===== config.mk =====
export PLATFORM = sky130hd
export DESIGN_NAME = pos_read_ctrl
export DESIGN_NICKNAME = d
export VERILOG_FILES = /design/src/rtl/md_pkg.sv /design/src/rtl/cell_count_max.sv /design/src/rtl/pos_read_ctrl.sv
export SDC_FILE = /design/constraint.sdc
export NUM_CORES = 1
export LEC_CHECK = 0
export BUFFER_PORTS_ARGS = -buffer_cell sky130_fd_sc_hd__buf_2
export CORE_MARGIN = 2
export CORE_UTILIZATION = 50
export CTS_CLUSTER_DIAMETER = 200
export DETAILED_ROUTE_END_ITERATION = 16
export GPL_ROUTABILITY_DRIVEN = 0
export PLACE_DENSITY = 0.73
export SETUP_SLACK_MARGIN = 0.15
export SYNTH_ARGS = -nofsm -noshare
export SYNTH_HDL_FRONTEND = slang
export SYNTH_SLANG_ARGS = --single-unit

===== constraint.sdc =====
create_clock -name clk -period 3.34 [get_ports clk]
set_clock_uncertainty 0.1 [all_clocks]
set_input_delay 0.668 -clock clk [delete_from_list [all_inputs] [get_ports clk]]
set_output_delay 0.668 -clock clk [all_outputs]
set_load 0.005 [all_outputs]

===== src/rtl/md_pkg.sv =====
// Shared constants and types for the molecular-dynamics position-cache datapath.
package md_pkg;
    localparam int NUM_NEIGHBOR_CELLS = 13;
    localparam int PARTICLE_ID_WIDTH  = 7;

    typedef enum logic [2:0] {
        IDLE,
        RD_NUM,
        WAIT_CNT,
        BCAST,
        DRAIN
    } pos_rd_state_t;
endpackage


===== src/rtl/cell_count_max.sv =====
// Combinational maximum over the per-cache particle counts (index 0 = home cell).
module cell_count_max #(
    parameter int NUM_CELLS = 14,
    parameter int W         = 7
) (
    input  logic [NUM_CELLS*W-1:0] counts,
    output logic [W-1:0]           max_cnt
);
    genvar gi;
    generate
        // Each stage keeps its own running maximum so the chain stays acyclic.
        for (gi = 0; gi < NUM_CELLS; gi++) begin : g_max
            logic [W-1:0] run_max;
            if (gi == 0) begin : g_first
                assign run_max = counts[W-1:0];
            end else begin : g_next
                assign run_max = (counts[gi*W +: W] > g_max[gi-1].run_max) ?
                                 counts[gi*W +: W] : g_max[gi-1].run_max;
            end
        end
    endgenerate

    assign max_cnt = g_max[NUM_CELLS-1].run_max;
endmodule


===== src/rtl/pos_read_ctrl.sv =====
// Read-sequence initiator for the position-cache port: reads count words, then
// broadcasts every neighbour id twice (phase 0/1) for each home reference particle.
module pos_read_ctrl
    import md_pkg::*;
#(
    parameter int NUM_NEIGHBOR_CELLS_P = NUM_NEIGHBOR_CELLS,
    parameter int PARTICLE_ID_WIDTH_P  = PARTICLE_ID_WIDTH,
    parameter int RD_LATENCY           = 1,
    parameter int DRAIN_CYCLES         = 4
) (
    input  logic                                                  clk,
    input  logic                                                  rst_n,
    input  logic                                                  start,
    input  logic                                                  stall_in,
    input  logic [(NUM_NEIGHBOR_CELLS_P+1)*PARTICLE_ID_WIDTH_P-1:0] cell_count,
    output logic                                                  phase,
    output logic                                                  reading_particle_num,
    output logic [PARTICLE_ID_WIDTH_P-1:0]                        particle_id,
    output logic [PARTICLE_ID_WIDTH_P-1:0]                        ref_id,
    output logic                                                  pause_reading,
    output logic                                                  busy,
    output logic                                                  iter_done
);
    localparam int W         = PARTICLE_ID_WIDTH_P;
    localparam int NUM_CELLS = NUM_NEIGHBOR_CELLS_P + 1;
    localparam int TICK_MAX  = (RD_LATENCY > DRAIN_CYCLES) ? RD_LATENCY : DRAIN_CYCLES;
    localparam int TICK_W    = $clog2(TICK_MAX + 1);

    pos_rd_state_t state_reg;
    logic [TICK_W-1:0] tick_reg;
    logic [W-1:0]      home_cnt_reg;
    logic [W-1:0]      max_cnt_reg;
    logic [W-1:0]      max_cnt_comb;
    logic [W-1:0]      home_cnt_comb;

    assign home_cnt_comb = cell_count[W-1:0];

    cell_count_max #(
        .NUM_CELLS(NUM_CELLS),
        .W        (W)
    ) u_max (
        .counts (cell_count),
        .max_cnt(max_cnt_comb)
    );

    always_ff @(posedge clk or negedge rst_n) begin
        if (!rst_n) begin
            state_reg            <= IDLE;
            tick_reg             <= '0;
            home_cnt_reg         <= '0;
            max_cnt_reg          <= '0;
            phase                <= 1'b0;
            reading_particle_num <= 1'b0;
            particle_id          <= '0;
            ref_id               <= '0;
            pause_reading        <= 1'b0;
            busy                 <= 1'b0;
            iter_done            <= 1'b0;
        end else begin
            pause_reading <= stall_in;
            iter_done     <= 1'b0;
            unique case (state_reg)
                IDLE: begin
                    // A start coinciding with the completion pulse belongs to the old sweep.
                    if (start && !iter_done) begin
                        state_reg            <= RD_NUM;
                        reading_particle_num <= 1'b1;
                        particle_id          <= '0;
                        phase                <= 1'b0;
                        busy                 <= 1'b1;
                    end
                end
                RD_NUM: begin
                    if (!phase) begin
                        phase <= 1'b1;
                    end else begin
                        state_reg            <= WAIT_CNT;
                        reading_particle_num <= 1'b0;
                        phase                <= 1'b0;
                        tick_reg             <= '0;
                    end
                end
                WAIT_CNT: begin
                    if (tick_reg == TICK_W'(RD_LATENCY - 1)) begin
                        home_cnt_reg <= home_cnt_comb;
                        max_cnt_reg  <= max_cnt_comb;
                        ref_id       <= W'(1);
                        tick_reg     <= '0;
                        if (home_cnt_comb == '0 || max_cnt_comb == '0) begin
                            state_reg <= DRAIN;
                        end else begin
                            state_reg   <= BCAST;
                            particle_id <= W'(1);
                            phase       <= 1'b0;
                        end
                    end else begin
                        tick_reg <= tick_reg + 1'b1;
                    end
                end
                BCAST: begin
                    if (!stall_in) begin
                        if (!phase) begin
                            phase <= 1'b1;
                        end else begin
                            phase <= 1'b0;
                            if (particle_id == max_cnt_reg) begin
                                if (ref_id < home_cnt_reg) begin
                                    ref_id      <= ref_id + 1'b1;
                                    particle_id <= W'(1);
                                end else begin
                                    // ref_id past the last home particle signals reading_done downstream.
                                    ref_id    <= home_cnt_reg + 1'b1;
                                    state_reg <= DRAIN;
                                    tick_reg  <= '0;
                                end
                            end else begin
                                particle_id <= particle_id + 1'b1;
                            end
                        end
                    end
                end
                DRAIN: begin
                    if (tick_reg == TICK_W'(DRAIN_CYCLES - 1)) begin
                        state_reg   <= IDLE;
                        iter_done   <= 1'b1;
                        busy        <= 1'b0;
                        particle_id <= '0;
                        ref_id      <= '0;
                        phase       <= 1'b0;
                        tick_reg    <= '0;
                    end else begin
                        tick_reg <= tick_reg + 1'b1;
                    end
                end
                default: state_reg <= IDLE;
            endcase
        end
    end
endmodule

==> flow_summary.toml <==
[worst_setup_path]
required_ns = 3.42
worst-path-buf-inv = 13
r2r_start = "ref_id[1]$_DFFE_PN0P_"
critPathLaunchType = "input pin"
crit_top_cell = "ha_4"
cpMaxStageDelayCell = "o21ai_1"
setup.worst_path.end_class = "flip-flop"
crit_arrival_ns = 23.86
slowest_delay_ns = 0.58
critPathTopFamily = "compound AO/OA/AOI/OAI gates"
ff2ff_path_depth = 16
crit_type = "in2reg"
setup.worst_path.start = "cell_count[1]"
rr_endpoint = "tick_reg[2]$_DFFE_PN0P_"
r2r_slack_ns = 0.22
critical_path.max_fanout = 8

[synth]
ys_ff_latch = 39
syn_avg_cell_area_sq_um = 7.68
synth-seq-area-share_pct = 14.2
synth.net_count = 1091
synth_cells = 895
synth_ff_type = "dfrtp_1"
ys.warnings.count = 0
synth-edff-count = 0
syn_area_sq_mm = 0.00688
synth_async_sr_flop_share_pct = 100
ys_types = 89

[place]
dp_hpwl_mm = 19.3
dpl.cell_count = 1490
place_area_sq_mm = 0.0105
place_ws_ns = -18.63
port_buffers = 120

[clock_tree]
clockBufferDepth = 2
cts_inserted_buffers = 5
insertion_delay_ns = 0.29
tritoncts = "built"
cts_num_sinks = 39
htreeDepth = 2
clk_pin_slew_ns = 0.06
clockRootBuffer = "clkbuf_16"

[global_route]
first_global_vias = 9053
grt_max_degree = 40
antenna_found_initial = 1
grt_overflow = 0
grt_pass1_wl_mm = 41.5
grt_usage_pct = 34.2

[drt]
route.vias.total = 10605
dr.pass1.iters = 5
wl_mm = 37.2
wire_per_inst_microns = 23.7
postRouteAntennaNets = 0
route.detailed.drc = 0
post_drt_via_cell_ratio = 6.76
drtIter0Drc = 1343

[sta]
fmax_ghz = 0.0420
maxSlewViolCount = 0
period_minus_slack_ns = 23.78
rsz0062_at_grt = "yes"
worst_slack_ns = -20.44
setup-violations-final = 18
slew_headroom_pct = 39.2
fin_crit_sh_pct = 712
final-hold-violation-count = 0
tns_ns = -357.48
tightest_slew_ns = 0.912

[die]
die_w_microns = 121
die-height_microns = 121
start_util_pct = 51.5
placementRows = 42
die-area_sq_mm = 0.0147
core_sq_mm = 0.0133
pin_count = 121

[final_layout]
stdcell_count = 1568
register_area_sq_um = 976
fillCellCount = 528
design_area_sq_mm = 0.0122
multiInputGateArea_sq_mm = 0.00692
nets = 1586
syn2layout_area_growth_pct = 77.3
drive_above_1_share_pct = 55.6

[worst_hold_path]
hp-class = "in2async"

[outcome]
status = "complete, but fails checks"
violations = "negative setup slack"

[run]
drv_cap = 0
## how the worst max path moves through the flow
stage,depth (start not counted),to,slack (ns)
2_1_floorplan,115,particle_id[0]$_DFFE_PN0P_,-17.90
3_3_place_gp,116,particle_id[0]$_DFFE_PN0P_,-17.98
3_5_place_dp,117,particle_id[1]$_DFFE_PN0P_,-18.63
4_1_cts,115,particle_id[0]$_DFFE_PN0P_,-17.61
5_1_grt,117,particle_id[1]$_DFFE_PN0P_,-20.84
6_report,117,particle_id[5]$_DFFE_PN0P_,-20.44
## placed cells by master, fill, tap and decap left out, types with 11 or more instances in the layout
cell type	instances
inv_1	51
ha_4	29
nand3_1	23
buf_4	364
a21o_1	38
nand2_1	87
o21a_1	17
buf_6	30
o21ai_2	12
o21ai_1	24
buf_2	112
o21ai_0	39
nand2b_1	11
dfrtp_1	39
nor2b_1	12
a21oi_1	34
nor2_1	48
a21oi_2	24
ha_1	64
inv_2	12
## metrics by stage
| stage | util, % | hold slack [ns] |
|---|---|---|
| after detailed placement | 78.7 | 0.379 |
| after global routing | 91.4 | 0.444 |
| after global placement | 78.7 | 0.363 |
| after CTS | 84.6 | 0.417 |
| final | 91.4 | 0.402 |
| after floorplan | - | 0.272 |
## Yosys cell counts, types with 5 or more instances
cell	n	share of area (%)
mux2i_1	21	3.1
a21boi_0	5	0.55
clkbuf_1	16	0.87
o21a_1	18	2.0
nor2_1	60	3.3
a21oi_1	62	4.5
a21o_1	39	4.3
nand4_1	8	0.73
nor3_1	12	0.87
ha_1	94	17
o22a_1	6	0.76
dfrtp_1	39	14
o21ai_0	73	5.3
and2_1	12	1.1
or2_2	9	0.82
a21oi_2	5	0.64
a211oi_1	7	0.76
a31oi_1	14	1.3
nand2b_1	14	1.3
mux2_2	11	1.8
o211ai_1	8	0.87
nand2_1	98	5.3
inv_1	66	3.6
nand3b_1	6	0.65
and3_1	16	1.5
nor2b_1	16	1.5
a22o_1	10	1.3
nand3_1	27	2.0
## timing repair
action                                  4_1_cts  5_1_grt
gates resized for setup                      85      141
gates cloned                                  2        0
setup buffers                                38       29
pin swaps                                    74       74
hold buffers                                  0        0
endpoints found under the setup margin       21       26
## cells by family (layout without fill, tap and decap cells)
kind of cell | after synthesis | in the layout | share of synthesized area (%)
compound gates | 330 | 330 | 35.3
simple gates | 297 | 299 | 21.2
mux | 36 | 36 | 5.70
flops | 39 | 39 | 14.2
fa+ha+maj | 98 | 98 | 17.7
xor+xnor | 7 | 7 | 0.892
buf+inv | 88 | 582 | 5.08
other cells | 0 | 1 | 0
## area by class of cell
cell class | count | area share (%)
multi-input combinational | 770 | 56.7
timing repair buffer | 508 | 30.1
sequential | 39 | 8.00
inverter | 66 | 2.18
tap | 176 | 1.81
clock buffer | 5 | 1.03
clock inverter | 3 | 0.123
antenna | 1 | 0.0205
## metal layers
metal	track usage (%)	share of wire [%]	vias up
li1	-	-	4357
met1	41.6	34	4916
met2	62.7	46	944
met3	3.52	9.7	388
met4	11.6	10	0
met5	0	0	-
Power is left out: the tool's default activity adds up to more than one toggle a clock period on the data nets, which glitch-free logic cannot reach.
